--- src/rtl/vedic4_seq_mult.sv ---
// Sequential 4x4 Vedic (Urdhva-Tiryagbhyam) multiplier sharing one 6-bit adder over three steps.
// Optional VEDIC4_BACK_TO_BACK_EN: accept a new start in DONE and go straight to ADD1.

module sixbit_adder (
    input  logic [5:0] x,
    input  logic [5:0] y,
    output logic [5:0] sum
);
    assign sum = x + y;
endmodule

module vedic4_seq_mult #(
    parameter int unsigned STALL_CYCLES = 0
) (
    input  logic       clk,
    input  logic       rst,
    input  logic       start,
    input  logic [3:0] a,
    input  logic [3:0] b,
    output logic       busy,
    output logic       done,
    output logic [7:0] p
);

    typedef enum logic [2:0] {
        StIdle,
        StAdd1,
        StWait1,
        StAdd2,
        StWait2,
        StAdd3,
        StDone
    } state_t;

    // Last stall count value; unused when STALL_CYCLES is zero.
    localparam logic [2:0] CntLast = 3'((STALL_CYCLES == 0) ? 0 : STALL_CYCLES - 1);

    state_t     state_q, state_d;
    logic [3:0] a_q, b_q;
    logic [5:0] t_q;
    logic [3:0] u_hi_q;
    logic [2:0] cnt_q, cnt_d;
    logic [7:0] p_q;
    logic       done_q;
    logic       capture;

    logic [3:0] q0, q1, q2, q3;
    logic [5:0] add_x, add_y, add_sum;

    assign q0 = {2'b00, a_q[1:0]} * {2'b00, b_q[1:0]};
    assign q1 = {2'b00, a_q[3:2]} * {2'b00, b_q[1:0]};
    assign q2 = {2'b00, a_q[1:0]} * {2'b00, b_q[3:2]};
    assign q3 = {2'b00, a_q[3:2]} * {2'b00, b_q[3:2]};

    sixbit_adder u_adder (
        .x   (add_x),
        .y   (add_y),
        .sum (add_sum)
    );

    always_comb begin
        add_x = 6'd0;
        add_y = 6'd0;
        case (state_q)
            StAdd1: begin
                add_x = {2'b00, q1};
                add_y = {2'b00, q2};
            end
            StAdd2: begin
                add_x = t_q;
                add_y = {4'b0000, q0[3:2]};
            end
            StAdd3: begin
                add_x = {2'b00, u_hi_q};
                add_y = {2'b00, q3};
            end
            default: ;
        endcase
    end

    always_comb begin
        state_d = state_q;
        cnt_d   = cnt_q;
        capture = 1'b0;
        case (state_q)
            StIdle: begin
                if (start) begin
                    capture = 1'b1;
                    state_d = StAdd1;
                end
            end
            StAdd1: begin
                if (STALL_CYCLES > 0) begin
                    state_d = StWait1;
                    cnt_d   = 3'd0;
                end else begin
                    state_d = StAdd2;
                end
            end
            StWait1: begin
                if (cnt_q == CntLast) state_d = StAdd2;
                else                  cnt_d   = cnt_q + 3'd1;
            end
            StAdd2: begin
                if (STALL_CYCLES > 0) begin
                    state_d = StWait2;
                    cnt_d   = 3'd0;
                end else begin
                    state_d = StAdd3;
                end
            end
            StWait2: begin
                if (cnt_q == CntLast) state_d = StAdd3;
                else                  cnt_d   = cnt_q + 3'd1;
            end
            StAdd3: state_d = StDone;
            StDone: begin
`ifdef VEDIC4_BACK_TO_BACK_EN
                if (start) begin
                    capture = 1'b1;
                    state_d = StAdd1;
                end else begin
                    state_d = StIdle;
                end
`else
                state_d = StIdle;
`endif
            end
            default: state_d = StIdle;
        endcase
    end

    always_ff @(posedge clk or posedge rst) begin
        if (rst) begin
            state_q <= StIdle;
            a_q     <= 4'd0;
            b_q     <= 4'd0;
            t_q     <= 6'd0;
            u_hi_q  <= 4'd0;
            cnt_q   <= 3'd0;
            p_q     <= 8'h00;
            done_q  <= 1'b0;
        end else begin
            state_q <= state_d;
            cnt_q   <= cnt_d;
            done_q  <= (state_d == StDone);
            if (capture) begin
                a_q <= a;
                b_q <= b;
            end
            if (state_q == StAdd1) t_q <= add_sum;
            // Low two bits of U go straight to the product; only the carry part is kept.
            if (state_q == StAdd2) begin
                u_hi_q   <= add_sum[5:2];
                p_q[1:0] <= q0[1:0];
                p_q[3:2] <= add_sum[1:0];
            end
            if (state_q == StAdd3) p_q[7:4] <= add_sum[3:0];
        end
    end

    assign busy = (state_q != StIdle);
    assign done = done_q;
    assign p    = p_q;

endmodule
--- config.mk ---
export PLATFORM = sky130hd
export DESIGN_NAME = vedic4_seq_mult
export DESIGN_NICKNAME = d
export VERILOG_FILES = /design/src/rtl/vedic4_seq_mult.sv
export SDC_FILE = /design/constraint.sdc
export NUM_CORES = 1
export LEC_CHECK = 0
export ABC_AREA = 1
export CAP_MARGIN = 40
export CORE_MARGIN = 10
export CORE_UTILIZATION = 35
export CTS_BUF_LIST = sky130_fd_sc_hd__clkbuf_4
export DETAILED_ROUTE_END_ITERATION = 6
export SLEW_MARGIN = 20
export SYNTH_ARGS = -nofsm -noshare
export SYNTH_HDL_FRONTEND = slang
export SYNTH_SLANG_ARGS = --single-unit
--- constraint.sdc ---
create_clock -name clk -period 3.1 [get_ports clk]
set_input_delay 0.465 -clock clk [delete_from_list [all_inputs] [get_ports clk]]
set_output_delay 0.465 -clock clk [all_outputs]
set_load 0.1 [all_outputs]
==> flow_summary.yaml, run 1 <==
run_status:
  status: "finished clean"
sta:
  tightest_slew_ps: 416
  finalHoldWorstSlack_ps: 497
  unrepaired_setup_endpoints_after_global_routing: "no"
  clock-skew-final_ps: 12.1
  fin_crit_sh_pct: 78.8
  final.setup.tns_ps: 0
  maxClockFrequency_mhz: 409
  number_of_hold_violations_in_the_final_report: 0
  setup_viol_count_final: 0
  slew_headroom_pct: 72.3
  total_count_of_max_transition_violations_in_the_final_report: 0
  time_the_worst_path_needs_with_i_o_delays_and_setup_ps: 2440
critical_path:
  crit_end: "u_hi_q[2]$_DFFE_PP0N_"
  cp.depth: 14
  path_buf_inv: 1
  arrival_ps: 2680
  crit_top_cell: "sky130_fd_sc_hd__nand2_1"
  crit_family: "adder cells"
  worst_setup_path_end_kind: "flop"
  crit_type: "flop to flop"
  required_ps: 3340
  worst_r2r_path_depth: 14
  timing.rr.end: "u_hi_q[2]$_DFFE_PP0N_"
  max_stage_delay_ps: 420
  path_max_fanout: 5
  r2r_setup_slack_ps: 660
  r2r-start: "b_q[0]$_DFFE_PP0P_"
  worst_setup_path_startpoint: "b_q[0]$_DFFE_PP0P_"
  timing.critical_path.cells: "nand2_1 -> inv_1 -> ha_1 -> ha_1 -> a32oi_1 -> nand2_1 -> ha_1 -> fa_1 -> nand2_1 -> a21oi_1 -> nor2_1 -> nand2_1 -> nand3_1 -> nand2_1"
  setup.worst_path.start_class: "flop"
  critical-path-slowest-cell: "sky130_fd_sc_hd__dfrtp_1"
cts:
  holdBufCountCts: 0
  cts.root.buffer_cell: "sky130_fd_sc_hd__clkbuf_4"
  clk_path_buf_depth: 2
  cts_tree: "yes"
  clk_pin_slew_worst_paths_ps: 100
  clock_insertion_delay_worst_skew_ps: 340
  numClockSinks: 33
  post_cts_resize_count: 0
  htree_num_levels: 2
  cts_setup_buffers: 0
  number_of_buffers_added_by_the_clock_tree_synthesis_step: 5
placement:
  port-buffer-count: 20
  post-dp-hpwl_um: 2660
  post_place_instance_area_sq_um: 2060
  place_congestion: 0.781
  place.detailed.instances: 295
run:
  max_cap_viol_count: 0
synth:
  syn-instance-count: 206
  ys.warnings.count: 0
  synth_seq_cells: 33
  syn_nets: 232
  synth.yosys.seq_area_share_pct: 45.9
  netlist_area_sq_um: 1800
  post_synth.cell_area_avg_sq_um: 8.73
  synthDominantAreaCellType: "sky130_fd_sc_hd__dfrtp_1"
  yosysUniqueCellTypes: 24
  synthTopCellsByArea: "sky130_fd_sc_hd__dfrtp_1 46%, sky130_fd_sc_hd__nand2_1 12%, sky130_fd_sc_hd__ha_1 9.7%"
  synth_largest_type_area_fraction_pct: 45.9
route:
  met2_length_um: 1500
  route.antenna.remaining_nets: 0
  routed_wirelength_um: 3470
  met3_wirelength_um: 155
  drt_pass1_iterations: 4
  routed_wire_length_per_instance_um: 11.5
  met1Wirelength_um: 1750
  maxUsedRoutingLayer: "met4"
  drtIter0Drc: 71
  vias: 1370
  drcViolationCount: 0
  viasPerCell: 4.52
pwr:
  p_per_area_nw_per_um2: 922
  leakage_nw: 1.13
  vdd_ir_max_mv: 0.584
global_route:
  wire_length_of_the_first_global_routing_pass_um: 6400
  pin_count_of_the_biggest_net_entering_global_routing: 34
  first_global_vias: 1484
  grt_overflow: 0
  groute.usage.overall_pct: 9.06
  antenna_found_initial: 0
finish:
  postLayoutCellArea_sq_um: 2110
  final_common_cell: "sky130_fd_sc_hd__nand2_1"
  num-fill-cells: 513
  post_route_cells_drive_above_1_share_pct: 15.0
  mostFrequentLayoutCells: "58 x sky130_fd_sc_hd__nand2_1, 33 x sky130_fd_sc_hd__dfrtp_1, 31 x sky130_fd_sc_hd__inv_1"
  num-nets-final: 258
  area_growth_syn_to_layout_pct: 17.3
  non_filler_instances: 303
  antenna_cells_inserted: 0
min_path:
  worst_hold_path_type: "flop to flop"
floorplan:
  die_width_um: 91.7
  initial_cell_density_of_the_core_pct: 35.7
  fp.dieH_um: 91.7
  dieArea_sq_um: 8400
  std_cell_rows: 26
  pin_count: 21
  core_sq_um: 5040
-- metrics by stage --
step,power [mW],setup WS (ps),utilization (%)
4_1_cts,1.97,670,41.8
3_5_place_dp,1.74,674,40.8
6_report,1.94,657,41.8
2_1_floorplan,1.50,840,-
3_3_place_gp,1.73,742,40.8
5_1_grt,2.12,424,41.8
-- synthesized netlist by cell type --
| cell type | instances |
|---|---|
| sky130_fd_sc_hd__nand3_2 | 2 |
| sky130_fd_sc_hd__a32oi_1 | 1 |
| sky130_fd_sc_hd__xor2_1 | 3 |
| sky130_fd_sc_hd__nand2_1 | 58 |
| sky130_fd_sc_hd__o21ai_1 | 3 |
| sky130_fd_sc_hd__ha_1 | 14 |
| sky130_fd_sc_hd__nand4_1 | 2 |
| sky130_fd_sc_hd__o21ai_0 | 9 |
| sky130_fd_sc_hd__nor2_1 | 4 |
| sky130_fd_sc_hd__o211ai_1 | 4 |
| sky130_fd_sc_hd__nand3_1 | 15 |
| sky130_fd_sc_hd__nor2_2 | 2 |
| sky130_fd_sc_hd__fa_1 | 1 |
| sky130_fd_sc_hd__buf_4 | 1 |
| sky130_fd_sc_hd__inv_1 | 31 |
| sky130_fd_sc_hd__inv_2 | 3 |
| sky130_fd_sc_hd__nor2_4 | 1 |
| sky130_fd_sc_hd__buf_2 | 2 |
| sky130_fd_sc_hd__clkinv_1 | 1 |
| sky130_fd_sc_hd__a21oi_1 | 5 |
| sky130_fd_sc_hd__dfrtp_1 | 33 |
| sky130_fd_sc_hd__mux2_2 | 8 |
| sky130_fd_sc_hd__nand2_2 | 1 |
| sky130_fd_sc_hd__a22o_1 | 2 |
-- state kept, by name, indices dropped and copies added, names as in the netlist --
register and cells:
a_q 4, b_q 4, cnt_q 3, done 1, p 8, state_q 3, t_q 6, u_hi_q 4
-- per-layer routing --
layer  vias up  track usage [%]
met5         -                0
met4         0             3.92
met3         7             2.69
met2        23             14.9
met1       626             10.7
li1        714                -
-- where the power goes --
| group | switching [mW] | total (mW) | internal (mW) |
|---|---|---|---|
| Combinational | 0.731 | 1.02 | 0.293 |
| Sequential | 0.130 | 0.693 | 0.563 |
| Clock | 0.144 | 0.226 | 0.0819 |
| Total | 1.01 | 1.94 | 0.938 |
-- kinds of logic (layout without fill, tap and decap cells) --
group	Yosys count	after routing	share of synthesized area, %
XOR/XNOR	3	3	1.46
adder cells (fa/ha/maj)	15	15	10.9
flip-flops	33	33	45.9
buffers and inverters	38	65	8.28
AND/OR/NAND/NOR	85	85	20.6
multiplexers	8	8	5.01
AO/OA/AOI/OAI	24	24	7.86
-- tightest hold or removal path, cell delays in order, from the launching register on --
cell                      delay, ps
sky130_fd_sc_hd__dfrtp_1        360
sky130_fd_sc_hd__nand2_1         50
sky130_fd_sc_hd__nand2_1         50
-- layout make-up --
class                   count  area, sq um  area share, %
clock buffers               5         37.5           1.78
inverters                  35          131           6.23
repair buffers             22          190           9.02
clock inverters             3         12.5          0.593
flip-flops and latches     33          826           39.2
multi-input cells         135          823           39.1
well taps                  70         87.6           4.15
-- worst min-delay path by stage --
stage | from | end | slack [ps] | cells after the start
3_3_place_gp | p[6]$_DFFE_PP0N_ | p[6]$_DFFE_PP0N_ | 470 | 2
4_1_cts | p[6]$_DFFE_PP0N_ | p[6]$_DFFE_PP0N_ | 500 | 2
2_1_floorplan | t_q[4]$_DFFE_PP0P_ | t_q[4]$_DFFE_PP0P_ | 450 | 2
5_1_grt | t_q[4]$_DFFE_PP0P_ | t_q[4]$_DFFE_PP0P_ | 530 | 2
6_report | p[6]$_DFFE_PP0N_ | p[6]$_DFFE_PP0N_ | 500 | 2
3_5_place_dp | p[6]$_DFFE_PP0N_ | p[6]$_DFFE_PP0N_ | 480 | 2
Note: power is estimated with default switching activity, not from simulation.
==> inputs of run 2 (changes only) <==
Clock period 3.1 ns to 2 ns, I/O delays scaled along.
==> run 2 against run 1 <==
Effect of this change: core utilization rose by 9.9 points; worst hold slack got worse by 170 ps; cell area rose by 24%; the run now ends with setup timing left.
==> flow_summary.yaml, run 2 (synthesized netlist as in run 1, its figures left out) <==
finish:
  final-seq-area_sq_um: 830
  final_common_cell: "sky130_fd_sc_hd__nand2_1"
  largest_reg_flops: 8
  area_growth_syn_to_layout_pct: 45.0
  multiInputGateArea_sq_um: 1040
  post_route_cells_drive_above_1_share_pct: 40.5
  num-fill-cells: 488
  antenna_cells_inserted: 0
  num-nets-final: 287
  finalCoreUtilization_pct: 51.7
  mostFrequentLayoutCells: "50 x sky130_fd_sc_hd__nand2_1, 33 x sky130_fd_sc_hd__buf_4, 30 x sky130_fd_sc_hd__dfrtp_1"
  non_filler_instances: 332
pwr:
  total_switching_power_mw: 1.85
  swShare_pct: 48.2
  power.combinational.fraction_pct: 62.0
  sequential_share_of_power_pct: 27.5
  pwr-share-clk_pct: 10.6
  power_report.internal_total_mw: 1.99
  leakage_nw: 1.35
  power.total_mw: 3.84
  vdd_ir_max_mv: 0.849
  p_per_area_nw_per_um2: 1470
route:
  vias: 1547
  drcViolationCount: 0
  route.antenna.remaining_nets: 0
  drtIter0Drc: 81
  drt_pass1_iterations: 4
  routed_wirelength_um: 4140
  routed_wire_length_per_instance_um: 12.5
  viasPerCell: 4.66
cts:
  number_of_buffers_added_by_the_clock_tree_synthesis_step: 5
  htree_num_levels: 2
  numClockSinks: 33
  cts.root.buffer_cell: "sky130_fd_sc_hd__clkbuf_4"
  clock_insertion_delay_worst_skew_ps: 350
  clk_pin_slew_worst_paths_ps: 110
  clk_path_buf_depth: 2
  cts_tree: "yes"
critical_path:
  worst_r2r_path_depth: 17
  crit_type: "flop to flop"
  r2r-start: "b_q[1]$_DFFE_PP0P_"
  setup.worst_path.start_class: "flop"
  critical-path-slowest-cell: "sky130_fd_sc_hd__dfrtp_1"
  arrival_ps: 2540
  required_ps: 2230
  timing.critical_path.cells: "buf_6 -> buf_6 -> nand2_4 -> inv_4 -> ha_4 -> ha_4 -> nand2_2 -> o211ai_1 -> ha_4 -> nand3_4 -> buf_12 -> nand3_4 -> nand2_4 -> nand2_2 -> nand2_1 -> nand2_1 -> nand3_2"
  r2r_setup_slack_ps: -310
  worst_setup_path_end_kind: "flop"
  path_max_fanout: 4
  max_stage_delay_ps: 410
  timing.rr.end: "u_hi_q[3]$_DFFE_PP0N_"
  crit_family: "adder cells"
  crit_top_cell: "sky130_fd_sc_hd__ha_4"
  path_buf_inv: 4
min_path:
  worst_hold_path_type: "input pin to async pin"
run:
  max_cap_viol_count: 0
global_route:
  antenna_found_initial: 0
  grt_overflow: 0
  groute.usage.overall_pct: 10.0
  wire_length_of_the_first_global_routing_pass_um: 6880
  first_global_vias: 1548
  pin_count_of_the_biggest_net_entering_global_routing: 34
sta:
  fin_crit_sh_pct: 115
  post-route-worst-setup-slack_ps: -308
  slew_headroom_pct: 71.5
  setup_viol_count_final: 12
  total_count_of_max_transition_violations_in_the_final_report: 0
  unrepaired_setup_endpoints_after_global_routing: "yes"
  tightest_slew_ps: 427
  number_of_hold_violations_in_the_final_report: 0
  time_the_worst_path_needs_with_i_o_delays_and_setup_ps: 2310
  maxClockFrequency_mhz: 433
  clock-skew-final_ps: 19.2
run_status:
  failed_checks: "setup timing"
  status: "complete, but fails checks"
floorplan:
  pin_count: 21
  fp.dieH_um: 91.7
  dieArea_sq_um: 8400
  die_width_um: 91.7
  core_sq_um: 5040
  std_cell_rows: 26
  initial_cell_density_of_the_core_pct: 35.7
placement:
  port-buffer-count: 20
  place.detailed.instances: 316
  place_congestion: 0.797
  post-dp-hpwl_um: 2810
  post-place-ws_ps: -280
[run 2: power groups by stage]
| stage | sequential (mW) | clock, mW | combinational, mW |
|---|---|---|---|
| detailed placement | 1.05 | 0 | 2.03 |
| CTS | 1.03 | 0.422 | 2.18 |
| global route | 1.08 | 0.451 | 2.58 |
| finish | 1.05 | 0.406 | 2.38 |
| global placement | 1.04 | 0 | 2.02 |
| floorplan | 1.50 | 0 | 0.865 |
[run 2: per-layer routing]
layer  vias to the layer above  wire length, um  GRT usage, %  share of wire (%)
li1                        775                -             -                  -
met1                       740             1840          11.9                 44
met2                        27             2040          16.3                 49
met3                         5              208          3.67                5.0
met4                         0               48          3.52                1.2
met5                         -                0             0                  0
[run 2: worst max-delay path by stage]
| stage | start | cells past startpoint | end |
|---|---|---|---|
| detailed placement | a_q[0]$_DFFE_PP0P_ | 14 | t_q[4]$_DFFE_PP0P_ |
| CTS | b_q[1]$_DFFE_PP0P_ | 14 | t_q[4]$_DFFE_PP0P_ |
| global placement | a_q[1]$_DFFE_PP0P_ | 14 | t_q[4]$_DFFE_PP0P_ |
| finish | b_q[1]$_DFFE_PP0P_ | 17 | u_hi_q[3]$_DFFE_PP0N_ |
| global route | b_q[1]$_DFFE_PP0P_ | 14 | t_q[4]$_DFFE_PP0P_ |
| floorplan | a_q[1]$_DFFE_PP0P_ | 14 | u_hi_q[2]$_DFFE_PP0N_ |
[run 2: final cells by class]
cell class / count / share of cell area (%)
repair buffers: 51 / 17.5
flip-flops and latches: 33 / 31.8
clock buffers: 8 / 2.30
inverters: 35 / 5.13
multi-input cells: 135 / 39.9
well taps: 70 / 3.36
[run 2: per-stage QoR]
| stage | TNS (ps) | hold slack [ps] | instance area, sq um |
|---|---|---|---|
| global placement | -1940 | 470 | 2260 |
| floorplan | -665 | 429 | 1830 |
| CTS | -1650 | 341 | 2430 |
| detailed placement | -2120 | 470 | 2260 |
| global route | -3940 | 384 | 2610 |
| finish | -2330 | 330 | 2610 |
[run 2: repair_timing]
item                       in CTS  in global routing
setup endpoints to repair      12                 12
buffers inserted                4                  4
resized for setup              18                 35
pin swaps                      18                 16
hold buffers                    0                  0
[run 2: tightest hold or removal path: cells and delay by family]
| family | cells | cell delay [ps] |
|---|---|---|
| buffers and inverters | 3 | 820 |
